$ cat src/rtl/adc_capture_sched.sv
// Capture scheduler: filters ADC responses by channel, buffers them in a small FIFO and
// shares the single-port sample RAM between ring-buffer writes and a priority readout port.
module adc_capture_sched #(
    parameter int AW         = 3,
    parameter int DW         = 12,
    parameter int CHANNEL    = 0,
    parameter int FIFO_DEPTH = 2,
    parameter int RD_LAT     = 2
) (
    input  logic          clk_in,
    input  logic          rst,
    input  logic          start,
    input  logic          stop,
    input  logic          oneshot,
    input  logic          adc_valid,
    input  logic [4:0]    adc_channel,
    input  logic [DW-1:0] adc_data,
    input  logic          rd_req,
    input  logic [AW-1:0] rd_addr,
    output logic          rd_ack,
    output logic          rd_valid,
    output logic [DW-1:0] rd_data,
    output logic [AW-1:0] ram_address,
    output logic [DW-1:0] ram_data,
    output logic          ram_wren,
    input  logic [DW-1:0] ram_q,
    output logic [AW-1:0] wr_ptr,
    output logic [AW:0]   sample_count,
    output logic          overflow,
    output logic [1:0]    state
);

    typedef enum logic [1:0] {
        ST_IDLE    = 2'd0,
        ST_CAPTURE = 2'd1,
        ST_DONE    = 2'd2
    } state_t;

    localparam int PW = (FIFO_DEPTH > 1) ? $clog2(FIFO_DEPTH) : 1;
    localparam int CW = $clog2(FIFO_DEPTH + 1);
    localparam logic [AW:0] CNT_MAX = {1'b1, {AW{1'b0}}};
    localparam logic [4:0]  CH_SEL  = 5'(CHANNEL);

    state_t          state_r;
    state_t          state_s;
    logic            oneshot_r;
    logic [DW-1:0]   fifo_mem_r [FIFO_DEPTH];
    logic [PW-1:0]   head_r;
    logic [PW-1:0]   tail_r;
    logic [CW-1:0]   fifo_cnt_r;
    logic [AW-1:0]   wr_ptr_r;
    logic [AW:0]     sample_count_r;
    logic            overflow_r;
    logic [RD_LAT-1:0] rd_pipe_r;
    logic [DW-1:0]   rd_hold_r;

    logic            full_s;
    logic            empty_s;
    logic            accept_s;
    logic            push_s;
    logic            pop_s;
    logic            cnt_inc_s;
    logic            rd_ack_s;
    logic            ram_wren_s;
    logic [AW-1:0]   ram_address_s;
    logic [DW-1:0]   ram_data_s;

    function automatic logic [PW-1:0] ptr_next(input logic [PW-1:0] p);
        if (p == PW'(FIFO_DEPTH - 1)) begin
            ptr_next = {PW{1'b0}};
        end else begin
            ptr_next = p + PW'(1);
        end
    endfunction

    assign full_s  = (fifo_cnt_r == CW'(FIFO_DEPTH));
    assign empty_s = (fifo_cnt_r == {CW{1'b0}});

    // RAM port arbitration: readout has strict priority over draining the FIFO
    always_comb begin
        rd_ack_s      = 1'b0;
        ram_wren_s    = 1'b0;
        ram_address_s = {AW{1'b0}};
        ram_data_s    = {DW{1'b0}};
        pop_s         = 1'b0;
        if (rd_req && !rst) begin
            rd_ack_s      = 1'b1;
            ram_address_s = rd_addr;
        end else if (!empty_s) begin
            ram_wren_s    = 1'b1;
            ram_address_s = wr_ptr_r;
            ram_data_s    = fifo_mem_r[head_r];
            pop_s         = 1'b1;
        end else begin
            pop_s         = 1'b0;
        end
    end

    // Sample acceptance; a full FIFO still takes a sample when it pops on the same edge
    always_comb begin
        accept_s  = (state_r == ST_CAPTURE) && adc_valid && (adc_channel == CH_SEL);
        push_s    = accept_s && (!full_s || pop_s);
        cnt_inc_s = push_s && (sample_count_r != CNT_MAX);
    end

    // Next-state logic; start overrides everything including stop
    always_comb begin
        state_s = state_r;
        if (start) begin
            state_s = ST_CAPTURE;
        end else begin
            case (state_r)
                ST_CAPTURE: begin
                    if (stop) begin
                        state_s = ST_IDLE;
                    end else if (oneshot_r && cnt_inc_s &&
                                 (sample_count_r == CNT_MAX - (AW+1)'(1))) begin
                        state_s = ST_DONE;
                    end else begin
                        state_s = ST_CAPTURE;
                    end
                end
                ST_IDLE:  state_s = ST_IDLE;
                ST_DONE:  state_s = ST_DONE;
                default:  state_s = ST_IDLE;
            endcase
        end
    end

    // State register and mode latch
    always_ff @(posedge clk_in or posedge rst) begin
        if (rst) begin
            state_r   <= ST_IDLE;
            oneshot_r <= 1'b0;
        end else begin
            state_r <= state_s;
            if (start) begin
                oneshot_r <= oneshot;
            end
        end
    end

    // FIFO, ring write pointer and capture statistics
    always_ff @(posedge clk_in or posedge rst) begin
        if (rst) begin
            for (int i = 0; i < FIFO_DEPTH; i++) begin
                fifo_mem_r[i] <= {DW{1'b0}};
            end
            head_r         <= {PW{1'b0}};
            tail_r         <= {PW{1'b0}};
            fifo_cnt_r     <= {CW{1'b0}};
            wr_ptr_r       <= {AW{1'b0}};
            sample_count_r <= {(AW+1){1'b0}};
            overflow_r     <= 1'b0;
        end else if (start) begin
            head_r         <= {PW{1'b0}};
            tail_r         <= {PW{1'b0}};
            fifo_cnt_r     <= {CW{1'b0}};
            wr_ptr_r       <= {AW{1'b0}};
            sample_count_r <= {(AW+1){1'b0}};
            overflow_r     <= 1'b0;
        end else begin
            if (push_s) begin
                fifo_mem_r[tail_r] <= adc_data;
                tail_r             <= ptr_next(tail_r);
            end
            if (pop_s) begin
                head_r   <= ptr_next(head_r);
                wr_ptr_r <= wr_ptr_r + AW'(1);
            end
            case ({push_s, pop_s})
                2'b10:   fifo_cnt_r <= fifo_cnt_r + CW'(1);
                2'b01:   fifo_cnt_r <= fifo_cnt_r - CW'(1);
                default: fifo_cnt_r <= fifo_cnt_r;
            endcase
            if (cnt_inc_s) begin
                sample_count_r <= sample_count_r + (AW+1)'(1);
            end
            if (accept_s && !push_s) begin
                overflow_r <= 1'b1;
            end
        end
    end

    // Read-latency pipeline and rd_data hold register (unaffected by start)
    always_ff @(posedge clk_in or posedge rst) begin
        if (rst) begin
            rd_pipe_r <= {RD_LAT{1'b0}};
            rd_hold_r <= {DW{1'b0}};
        end else begin
            rd_pipe_r <= (rd_pipe_r << 1) | RD_LAT'(rd_ack_s);
            if (rd_pipe_r[RD_LAT-1]) begin
                rd_hold_r <= ram_q;
            end
        end
    end

    assign rd_ack       = rd_ack_s;
    assign rd_valid     = rd_pipe_r[RD_LAT-1];
    assign rd_data      = rd_pipe_r[RD_LAT-1] ? ram_q : rd_hold_r;
    assign ram_address  = ram_address_s;
    assign ram_data     = ram_data_s;
    assign ram_wren     = ram_wren_s;
    assign wr_ptr       = wr_ptr_r;
    assign sample_count = sample_count_r;
    assign overflow     = overflow_r;
    assign state        = state_r;

endmodule

$ cat config.mk
export PLATFORM = sky130hd
export DESIGN_NAME = adc_capture_sched
export DESIGN_NICKNAME = d
export VERILOG_FILES = /design/src/rtl/adc_capture_sched.sv
export SDC_FILE = /design/constraint.sdc
export NUM_CORES = 1
export LEC_CHECK = 0
export ABC_AREA = 1
export BUFFER_PORTS_ARGS = -buffer_cell sky130_fd_sc_hd__buf_2
export CAP_MARGIN = 20
export CELL_PAD_IN_SITES_DETAIL_PLACEMENT = 0
export CELL_PAD_IN_SITES_GLOBAL_PLACEMENT = 1
export CORE_MARGIN = 5
export CORE_UTILIZATION = 40
export DETAILED_ROUTE_END_ITERATION = 6
export MAX_ROUTING_LAYER = met4
export PLACE_DENSITY_LB_ADDON = 0.1
export SLEW_MARGIN = 20
export SYNTH_ARGS = -nofsm -noshare
export SYNTH_HDL_FRONTEND = slang
export SYNTH_SLANG_ARGS = --single-unit
$ cat constraint.sdc
create_clock -name clk_in -period 5.25 [get_ports clk_in]
set_clock_uncertainty 0.2 [all_clocks]
set_input_delay 0.2625 -clock clk_in [delete_from_list [all_inputs] [get_ports clk_in]]
set_output_delay 0.2625 -clock clk_in [all_outputs]
set_load 0.02 [all_outputs]
Word level (Yosys, flattened, before mapping)
Cells that the tools add are included.
- memories kept: 0
- register bits: 53
- logic and storage cells: 85
- bits of input ports: 39
- output and inout bits: 40
- RAM bits: 0
- bits in latches: 0
- ROM bits: 0
- mux-type cells: 32
- shifts and indexed selects: 0
- add/sub/neg operators: 6
- equal/unequal tests: 7
- reductions and logical operators: 21
- multipliers: 0
- $lt $le $gt $ge: 3
- bitwise logic cells: 4
- divide/modulo/power cells: 0
- operators by type and width (kind ; number):
    2-to-1 mux 12 bit ; 7
    bitwise mux 24 bit ; 1
    demux 12 bit (select 1 bit) ; 1
    2-to-1 mux 3 bit ; 4
    2-to-1 mux 1 bit ; 11
    logical AND 1 bit ; 9
    2-to-1 mux 2 bit ; 4
    2-to-1 mux 4 bit ; 2
    case mux 2 bit (2 select lines) ; 2
    nonzero test 2 bit ; 4
    equality test 2 bit (second input constant) ; 3
    zero test 5 bit ; 1
    adder 4 x 1 -> 4 bit (second input constant) ; 1
    equality test 2 x 1 -> 1 bit (second input constant) ; 2
    equality test 4 x 3 -> 1 bit (second input constant) ; 1
    >= comparator 2 bit (second input constant) ; 2
    != test 4 bit (second input constant) ; 1
    inverter 1 -> 2 bit ; 2
    adder 3 x 1 -> 3 bit (second input constant) ; 1
    zero test 1 bit ; 3
    nonzero test 3 bit ; 1
    adder 1 bit (second input constant) ; 2
    adder 2 x 1 -> 2 bit (second input constant) ; 1
    zero test 2 bit ; 1
    other kinds (6) ; 6

Depth between registers and ports, before layout
Gate-level depths: netlist of the first run.
- depth after elaboration: 12
- depth in mapped cells: 10
- mapped depth without buffers: 9

Worst setup path after synthesis of the first run
Ideal clock, no wire load.
- path kind: input -> output
- from: input rst
- to: output ram_data[0]
- path buffers: 1
- required time: 4788 ps
- setup slack: 2580 ps
- cell stages on the path: 5
- arrival: 2207 ps
- cell sequence: inv_1 > nand2_1 > o21ai_2 > clkbuf_1 > nor2_1
- word-level cells in the longest chain between the ends: 3
- RTL lines (what ; RTL line ; text):
    start: declaration ; 11 ; input logic rst,
    zero test 1 bit (no source line) ; n/a ;
    logical AND 1 bit ; 86 ; if (rd_req && !rst) begin
    2-to-1 mux 12 bit ; 86 ;
    end: declaration ; 24 ; output logic [DW-1:0] ram_data,
No other way between the ends.

Final worst setup path of the first run
- from: input rst
- to: output ram_wren
- word-level cells in the longest chain between the ends: 3
- RTL lines (what ; RTL line ; text):
    zero test 1 bit (no source line) ; n/a ;
    logical AND 1 bit ; 86 ;
    2-to-1 mux 1 bit ; 86 ;
    end: declaration ; 25 ; output logic ram_wren,
No other way between the ends.

==> reports/results.txt, run 1 <==
For the peak clock frequency supported by timing, the log shows 342 MHz. The register clock-pin slew on the reported worst setup and hold paths was 0.10 ns. Number of placement rows: 29. The via count of the first global-routing pass is 2,134. The horizontal die dimension was 89.5 um. For the worst-skew pair, the clock arrives at the later sink with an insertion delay of 0.30 ns. Buffers inserted during clock tree synthesis total 5. The logs give 431 for the final-stage net count and 0 for the number of slew-limit violations in the final report. The final-report setup violation count came out at 0. In this run the count of I/O pins placed on the die edge is 79.

Adding up every negative setup slack in the final design gives 0 ns. The run finished with clean final reports. The number of buffers and inverters on the critical path is 6.

In this run the standard cell core region covers 6240 sq um. Dividing total power by cell area gives a power density of 324 nW/um^2. The tool flagged a number of max-cap violations equal to 0. Summing all non-filler instances in the final layout gives an area of 3340 sq um. The transition time at the pin with the least slew margin was 0.837 ns. Setup repair after global routing left no endpoint under its margin.

In the final layout, the share of cells above drive strength 1 is 31.2%. The type of the most critical hold path was in2reg. The detailed router placed 2,135 vias in this run. The number of nets handed over by synthesis was 327. The number of vias per cell after detailed routing works out to 4.59.

The largest single stage delay on the critical path is 0.53 ns. The longest clock path from root to sink contains 2 buffers. Kind of start point of the critical path: an input pin. In this run the static leakage power is 1.73 nW.

The remaining number of nets flagged by the antenna check after routing was 0. Area share of the leading cell type in the synthesized netlist: 52.4%. In the final routed layout, each cell accounts on average for 12.4 um.

The critical path's top delay family was buffers and inverters. The tools report the number of cells in the finished layout apart from fillers as 465. Count of antenna diodes in the layout: 0. Counting flops and latches in the post-synthesis netlist gives 53.

Counting flops with a built-in enable in the synthesized netlist gives 0. The tools report the number of hold-repair buffers added at the cts stage as 26. The path depth of the worst reg2reg path was 9; the clock period minus worst slack was 2.93 ns. Walking the worst path, the cells encountered are dlygate4sd3_1, buf_2, inv_2, buf_4, nand2_1, o21ai_2, inv_1, buf_2. Synthesis instantiated 25 different standard cells from the library.

The destination of the worst register-to-register timing path is fifo_mem_r[20]. Global-route wire length before repair: 9.76 mm. The worst setup path is of the in2out kind.

The floorplan die height was 89.5 um; the register cell area after layout was 1330 sq um. Counting the fill cells in the layout gives 610. For the largest vdd supply drop, the log shows 0.000154 V.

The run gives 2530 sq um as the total standard cell area after synthesis. Commonest register cell after synthesis: sky130_fd_sc_hd__dfrtp_1. In this run the mean area of a mapped cell was 8.94 sq um. The total power of the final layout was 1.08 mW. The count of final hold-check violations came out at 0.

By instance count, the leading cell after synthesis is sky130_fd_sc_hd__nand2_1. The global-route total usage across every layer is 16.1%, and the number of buffers inserted to repair setup after CTS is 0. In this run the most critical hold path is launched from ram_q[7]. The final global-route overflow total is 0. The area of combinational cells with multiple inputs came out at 1020 sq um.

The initial utilization of the core area, before any placement, comes to 40.5%. The worst hold path was traced through 2 stages. The required time at the worst-slack endpoint is 4.79 ns, and the number of clock sinks is 53. The area added between synthesis and finish was 31.9%.

The tools report the minimum setup slack among reg-to-reg paths as 2.92 ns. The launching point of the worst reg2reg path is state[1]. Kind of capture point of the worst setup path: an output pin.

The share of flip-flops with an asynchronous set or reset works out to 100%. The share of the cycle needed by the critical path after routing was 55.7%. For this run, the number of Yosys warnings is 0. The synthesized design spends more area on one cell type than any other, namely sky130_fd_sc_hd__dfrtp_1. The number of gates resized after cts is 0. Worst slew margin relative to its limit: 44.2%. For the core occupancy in the finished layout, the log shows 53.5%. Sorting the synthesized cells by how often they occur yields 84 x sky130_fd_sc_hd__nand2_1, 53 x sky130_fd_sc_hd__dfrtp_1, 36 x sky130_fd_sc_hd__inv_1. The path with the worst hold slack has its endpoint at rd_hold_r[7]. Sorting the synthesized cells by area gives the leading types as sky130_fd_sc_hd__dfrtp_1 52%, sky130_fd_sc_hd__nand2_1 12%, sky130_fd_sc_hd__inv_1 5.3%. The number of remaining DRC errors came out at 0. The run gives 2 as the total number of H-tree levels. The pre-antenna-repair detailed-routing pass consisted of 4 iterations. The cell that appears most often on the critical path is sky130_fd_sc_hd__buf_2. The clock tree root driver cell is sky130_fd_sc_hd__clkbuf_8. The die covers 8020 sq um. The initial antenna violation count is 0, and the violation count after the first detailed-routing iteration is 79. TritonCTS built the clock tree. At the worst endpoint, the arrival time is 2.46 ns. Buffers placed on the I/O ports in this run total 78. Summing all placed instances gives a cell area of 2970 sq um. The share of the Yosys chip area taken by registers is 52.4%.

The final weighted congestion of routability-driven global placement came out at 0.744. Maximum number of pins on one net before global-route repair: 55. The library cell contributing the largest single delay on the critical path is sky130_fd_sc_hd__dlygate4sd3_1. Wires add up to 5.77 mm.

The total placed cells including tap cells is 430, and the total half-perimeter wirelength after legalization and detailed placement is 4.00 mm. The highest net fanout along the worst path was 54; the number of instances in the synthesized netlist was 283.
[how the worst max path moves through the flow]
stage	from	end	slack, ns	cells after the start
6_report	rst	ram_wren	2.32	8
2_1_floorplan	rst	ram_data[0]	2.58	5
5_1_grt	rst	ram_wren	1.99	8
3_3_place_gp	rst	ram_wren	2.81	7
4_1_cts	rst	ram_wren	2.24	8
3_5_place_dp	state[1]	fifo_mem_r[10]	2.76	7
[worst reg2reg max path: cells and delay by family, from the launching register on]
kind	cells	cell delay [ns]
buf+inv	2	0.41
simple gates	6	1.03
fa+ha+maj	1	0.17
flops	1	0.41
[placed cells by master (no fill, tap or decap), types with 2 or more instances in the layout]
master / netlist / layout
sky130_fd_sc_hd__nand2_1: 84 / 84
sky130_fd_sc_hd__buf_2: 2 / 78
sky130_fd_sc_hd__dfrtp_1: 53 / 53
sky130_fd_sc_hd__inv_1: 36 / 35
sky130_fd_sc_hd__dlygate4sd3_1: 0 / 26
sky130_fd_sc_hd__nand3_1: 16 / 16
sky130_fd_sc_hd__o21ai_0: 15 / 15
sky130_fd_sc_hd__a21oi_1: 14 / 14
sky130_fd_sc_hd__nor2_1: 13 / 13
sky130_fd_sc_hd__mux2_2: 12 / 12
sky130_fd_sc_hd__o21ai_2: 11 / 11
sky130_fd_sc_hd__ha_1: 5 / 5
sky130_fd_sc_hd__clkbuf_8: 0 / 5
sky130_fd_sc_hd__nor3_1: 3 / 3
sky130_fd_sc_hd__nor2_4: 2 / 2
sky130_fd_sc_hd__or2_2: 2 / 2
[power by group]
part           total [mW]  switching (mW)  internal [mW]
logic               0.356           0.230          0.127
registers           0.490          0.0393          0.451
clock network       0.234           0.139         0.0949
total                1.08           0.408          0.673
[final cells by class]
cell class / instances / share of cell area (%)
sequential: 53 / 39.7
multi-input combinational: 185 / 30.5
timing repair buffer: 106 / 20.2
inverter: 36 / 4.05
tap: 77 / 2.89
clock buffer: 5 / 2.06
clock inverter: 3 / 0.637
[kinds of logic after synthesis]
family,synth area share (%)
simple gates,22.6
flops,52.4
buf+inv,7.37
compound gates,9.84
mux,5.34
fa+ha+maj,2.47
[per-stage QoR]
stage | setup WS, ns | hold WS [ns]
3_3_place_gp | 2.81 | 0.132
3_5_place_dp | 2.76 | 0.136
5_1_grt | 1.99 | 0.00845
2_1_floorplan | 2.58 | 0.129
6_report | 2.32 | 0.00792
4_1_cts | 2.24 | 0.00220
[flip-flops by register name, indices dropped and copies added, names as in the netlist]
name / cells
state: 2
sample_count: 4
fifo_mem_r: 24
fifo_cnt_r: 2
tail_r: 1
wr_ptr: 3
overflow: 1
head_r: 1
rd_pipe_r: 2
rd_hold_r: 12
oneshot_r: 1
[per-layer routing]
layer	vias up	track usage (%)	routed length (um)
li1	1102	-	-
met1	971	20.1	2720
met2	56	26.4	2560
met3	6	3.87	421
met4	0	4.06	62
met5	-	-	0
No activity file was read; power rests on OpenSTA's default activity.
==> inputs of run 2 (changes only) <==
Settings changed: ABC_AREA 1 to 0, CORE_UTILIZATION 40 to 39.
Clock period 5.25 ns to 3 ns, I/O delays scaled along.
==> reports/results.txt, run 2 <==
The start point of the critical path is state[1] (was rst). TritonCTS built the clock tree. Remaining number of nets flagged by the antenna check after routing: 0 (unchanged). Most repeated cell in the gate-level netlist after synthesis: sky130_fd_sc_hd__dfrtp_1 (was sky130_fd_sc_hd__nand2_1). The worst slew margin relative to its limit was 49.7% (was 44.2%); the total number of H-tree levels was 2 (unchanged).

The transition time at the pin with the least slew margin is 0.755 ns (was 0.837 ns). The number of slew-limit violations in the final report is 0 (unchanged), and the number of instances in the synthesized netlist is 193 (was 283). The share of final-layout standard cells stronger than drive strength 1 came out at 43.9% (was 31.2%).

The floorplan die height is 89.0 um (was 89.5 um). The average instance area after synthesis is 12.6 sq um (was 8.94 sq um). The destination of the worst register-to-register timing path was fifo_mem_r[15] (was fifo_mem_r[20]). The number of vias per cell after detailed routing is 4.83 (was 4.59). The final-stage net count was 344 (was 431); the violation count after the first detailed-routing iteration was 38 (was 79).

Number of clock sinks: 53 (unchanged). Timing would allow up to 398 MHz. Post-synthesis cell type count: 37 (was 25). The minimum setup slack among reg-to-reg paths came out at 0.49 ns (was 2.92 ns). Kind of capture point of the worst setup path: a flop (was an output pin).

For the total placed cells including tap cells, the log shows 341 (was 430). For the clock latency on the worst-skew pair, the log shows 0.30 ns (about the same). The logs give 1.59 nW (was 1.73 nW) for the standby leakage power and 7910 sq um (was 8020 sq um) for the floorplan die area.

The worst endpoint data arrival time came out at 2.51 ns (was 2.46 ns). The number of max-cap violations was 0 (unchanged); the core occupancy in the finished layout was 54.8% (was 53.5%). The count of antenna diodes in the layout came out at 0 (unchanged). For the maximum number of pins on one net before global-route repair, the log shows 22 (was 55).

The share of the cycle needed by the critical path after routing was 83.7%. The launching point of the worst reg2reg path was state[1] (unchanged). The dominant cell type by area after synthesis is sky130_fd_sc_hd__dfrtp_1 (unchanged). The global-route total usage across every layer was 14.5% (was 16.1%); the TritonCTS buffer count was 5 (unchanged). The number of synthesized flops with an enable pin was 0 (unchanged). Setup repair after global routing left no endpoint under its margin.

The run gives 0 (unchanged) as the final global-route overflow total. Initial core utilization: 40.6% (was 40.5%). The tools report the number of I/O pins as 79 (unchanged). The start point of the worst hold path was rd_req (was ram_q[7]).

The worst hold endpoint was rd_pipe_r[0] (was rd_hold_r[7]). The post-synth net total was 237 (was 327). Kind of start point of the critical path: a flop (was an input pin). The area added between synthesis and finish is 35.2% (was 31.9%). The commonest register cell after synthesis is sky130_fd_sc_hd__dfrtp_1 (unchanged). Register ranked first by flip-flop count: fifo_mem_r (unchanged). The global-route wire length before repair is 8.71 mm (was 9.76 mm). Count of state elements after synthesis: 53 (unchanged).

The tools report the number of gates resized after cts as 0 (unchanged). The path depth of the worst reg2reg path came out at 6 (was 9). The final-report setup violation count is 0 (unchanged), and the average routed wire per standard cell is 14.1 um (was 12.4 um). The flip-flop count of the largest register, all copies and words added was 24 (unchanged). The sum of negative setup slack is 0 ns (unchanged). Most frequent cells in the layout: 78 x sky130_fd_sc_hd__buf_2, 53 x sky130_fd_sc_hd__dfrtp_1, 37 x sky130_fd_sc_hd__mux2_2, 27 x sky130_fd_sc_hd__dlygate4sd3_1, 23 x sky130_fd_sc_hd__nor2_1 (was 84 x sky130_fd_sc_hd__nand2_1, 78 x sky130_fd_sc_hd__buf_2, 53 x sky130_fd_sc_hd__dfrtp_1, 35 x sky130_fd_sc_hd__inv_1, 26 x sky130_fd_sc_hd__dlygate4sd3_1).

For the total standard cell area after synthesis, the log shows 2430 sq um (was 2530 sq um). The class of the most critical setup path is reg2reg (was in2out). The run gives 1,816 (was 2,135) as the number of vias after detailed routing.

The final routed wirelength across all metal layers was 5.29 mm (was 5.77 mm); the clock period minus worst slack was 2.51 ns. The horizontal die dimension came out at 89.0 um (was 89.5 um). The register clock-pin slew on the reported worst setup and hold paths came out at 0.09 ns (was 0.10 ns).

Top area cells in the synthesized netlist: sky130_fd_sc_hd__dfrtp_1 55%, sky130_fd_sc_hd__mux2_2 17%, sky130_fd_sc_hd__mux2i_1 4.9% (was sky130_fd_sc_hd__dfrtp_1 52%, sky130_fd_sc_hd__nand2_1 12%, sky130_fd_sc_hd__inv_1 5.3%). The largest vdd supply drop was 0.000239 V (was 0.000154 V); the cell area power density was 452 nW/um^2 (was 324 nW/um^2). The initial antenna violation count came out at 0 (unchanged). The synthesis warning total came out at 0 (unchanged). The clock tree root driver cell is sky130_fd_sc_hd__clkbuf_8 (unchanged).

The most common cell after layout, fill and taps aside is sky130_fd_sc_hd__buf_2 (was sky130_fd_sc_hd__nand2_1). The first-pass detailed-route iteration total came out at 4 (unchanged). The type of the most critical hold path is in2reg (unchanged). The number of remaining DRC errors is 0 (unchanged). The final worst slack is 0.490 ns (was 2.32 ns), and the worst-case clock buffer depth is 2 (unchanged).

The logs give 3.00 ns (was 4.79 ns) for the required time at the worst-slack endpoint and 0.493 ns (was 2.76 ns) for the worst setup slack after placement. The share of flip-flops with an asynchronous set or reset is 100% (unchanged). The hold-critical path depth is 3 (was 2).

For the number of buffers inserted to repair setup after CTS, the log shows 0 (unchanged). Total power of the final layout: 1.48 mW (was 1.08 mW). The area share of the leading cell type in the synthesized netlist is 54.6% (was 52.4%).

The number of buffer cells added on primary ports is 78 (unchanged). The via count of the first global-routing pass was 1,896 (was 2,134); the total half-perimeter wirelength after legalization and detailed placement was 3.70 mm (was 4.00 mm). Leading cell types by count after synthesis: 53 x sky130_fd_sc_hd__dfrtp_1, 37 x sky130_fd_sc_hd__mux2_2, 23 x sky130_fd_sc_hd__nor2_1 (was 84 x sky130_fd_sc_hd__nand2_1, 53 x sky130_fd_sc_hd__dfrtp_1, 36 x sky130_fd_sc_hd__inv_1).

Proportion of synthesized chip area in sequential cells: 54.6% (was 52.4%). The count of final hold-check violations was 0 (unchanged); the final weighted congestion of routability-driven global placement was 0.764 (was 0.744). The run finished with clean final reports. The highest net fanout along the worst path is 12 (was 54), and the number of placement rows is 28 (was 29).

The area of the placeable core is 5990 sq um (was 6240 sq um). The number of cells in the finished layout apart from fillers is 376 (was 465).
[run 2: changes by cell type after synthesis, sizes merged, moves of 3 or more]
| cell | before | now |
|---|---|---|
| nand2 | 86 | 4 |
| inv | 36 | 6 |
| mux2 | 12 | 37 |
| o21ai | 26 | 1 |
| nand3 | 17 | 3 |
| mux2i | 0 | 12 |
| nor2 | 15 | 23 |
| a21oi | 14 | 7 |
| xnor2 | 0 | 5 |
| a21o | 0 | 3 |
| a22o | 0 | 3 |
| nor3b | 1 | 4 |
[run 2: repair_timing]
action,in CTS,in global routing
endpoints found under the hold margin,58,0
hold buffers,27,0
endpoints found under the setup margin,0,0
[run 2: how the worst max path moves through the flow]
stage                                end  depth (start not counted)
after global routing      fifo_mem_r[15]                          6
final                     fifo_mem_r[15]                          6
after global placement    fifo_mem_r[15]                          6
after CTS                 fifo_mem_r[20]                          6
after detailed placement  fifo_mem_r[15]                          6
after floorplan           fifo_mem_r[13]                          7
[run 2: worst max-delay path: stages (launching register included)]
cell,delay [ns]
sky130_fd_sc_hd__dfrtp_1,0.41
sky130_fd_sc_hd__inv_1,0.06
sky130_fd_sc_hd__ha_1,0.16
sky130_fd_sc_hd__nand4bb_1,0.22
sky130_fd_sc_hd__nor3_4,0.31
sky130_fd_sc_hd__nor3b_4,0.64
sky130_fd_sc_hd__mux2_2,0.41
[run 2: kinds of logic (layout without fill, tap and decap cells)]
| family | after synthesis | after routing | share of synthesized area [%] |
|---|---|---|---|
| AOI/OAI and AO/OA | 19 | 19 | 5.20 |
| xor gates and xnor gates | 5 | 5 | 1.80 |
| adders and majority gates | 5 | 5 | 2.57 |
| buffers and inverters | 16 | 124 | 2.98 |
| DFF | 53 | 53 | 54.6 |
| muxes | 49 | 49 | 22.1 |
| and+or+nand+nor | 46 | 46 | 10.8 |
[run 2: stage by stage]
| stage | instance area (sq um) | hold slack (ns) |
|---|---|---|
| after global placement | 2900 | 0.00872 |
| after floorplan | 2430 | 0.100 |
| final | 3290 | 0.0294 |
| after detailed placement | 2900 | 0.000589 |
| after global routing | 3290 | 0.0334 |
| after CTS | 3290 | 0.0112 |
[run 2: power breakdown]
| part | switching [mW] | total, mW | internal (mW) |
|---|---|---|---|
| logic | 0.106 | 0.213 | 0.107 |
| registers | 0.0182 | 0.776 | 0.758 |
| clock network | 0.223 | 0.495 | 0.272 |
[run 2: cell type report]
| cell class | instances | area, sq um |
|---|---|---|
| Inverter | 7 | 26.3 |
| Fill cell | 526 | 2710 |
| Timing Repair Buffer | 109 | 691 |
| Clock buffer | 7 | 86.3 |
| Sequential cell | 53 | 1330 |
| Tap cell | 75 | 93.8 |
| Multi-Input combinational cell | 124 | 1030 |
| Clock inverter | 1 | 30.0 |
[run 2: layer usage]
layer	GRT usage, %	share of wire [%]	up-vias
met5	-	0	-
met4	4.06	1.1	0
met3	3.69	6.0	7
met2	25.2	50	44
met1	16.6	43	879
li1	-	-	886
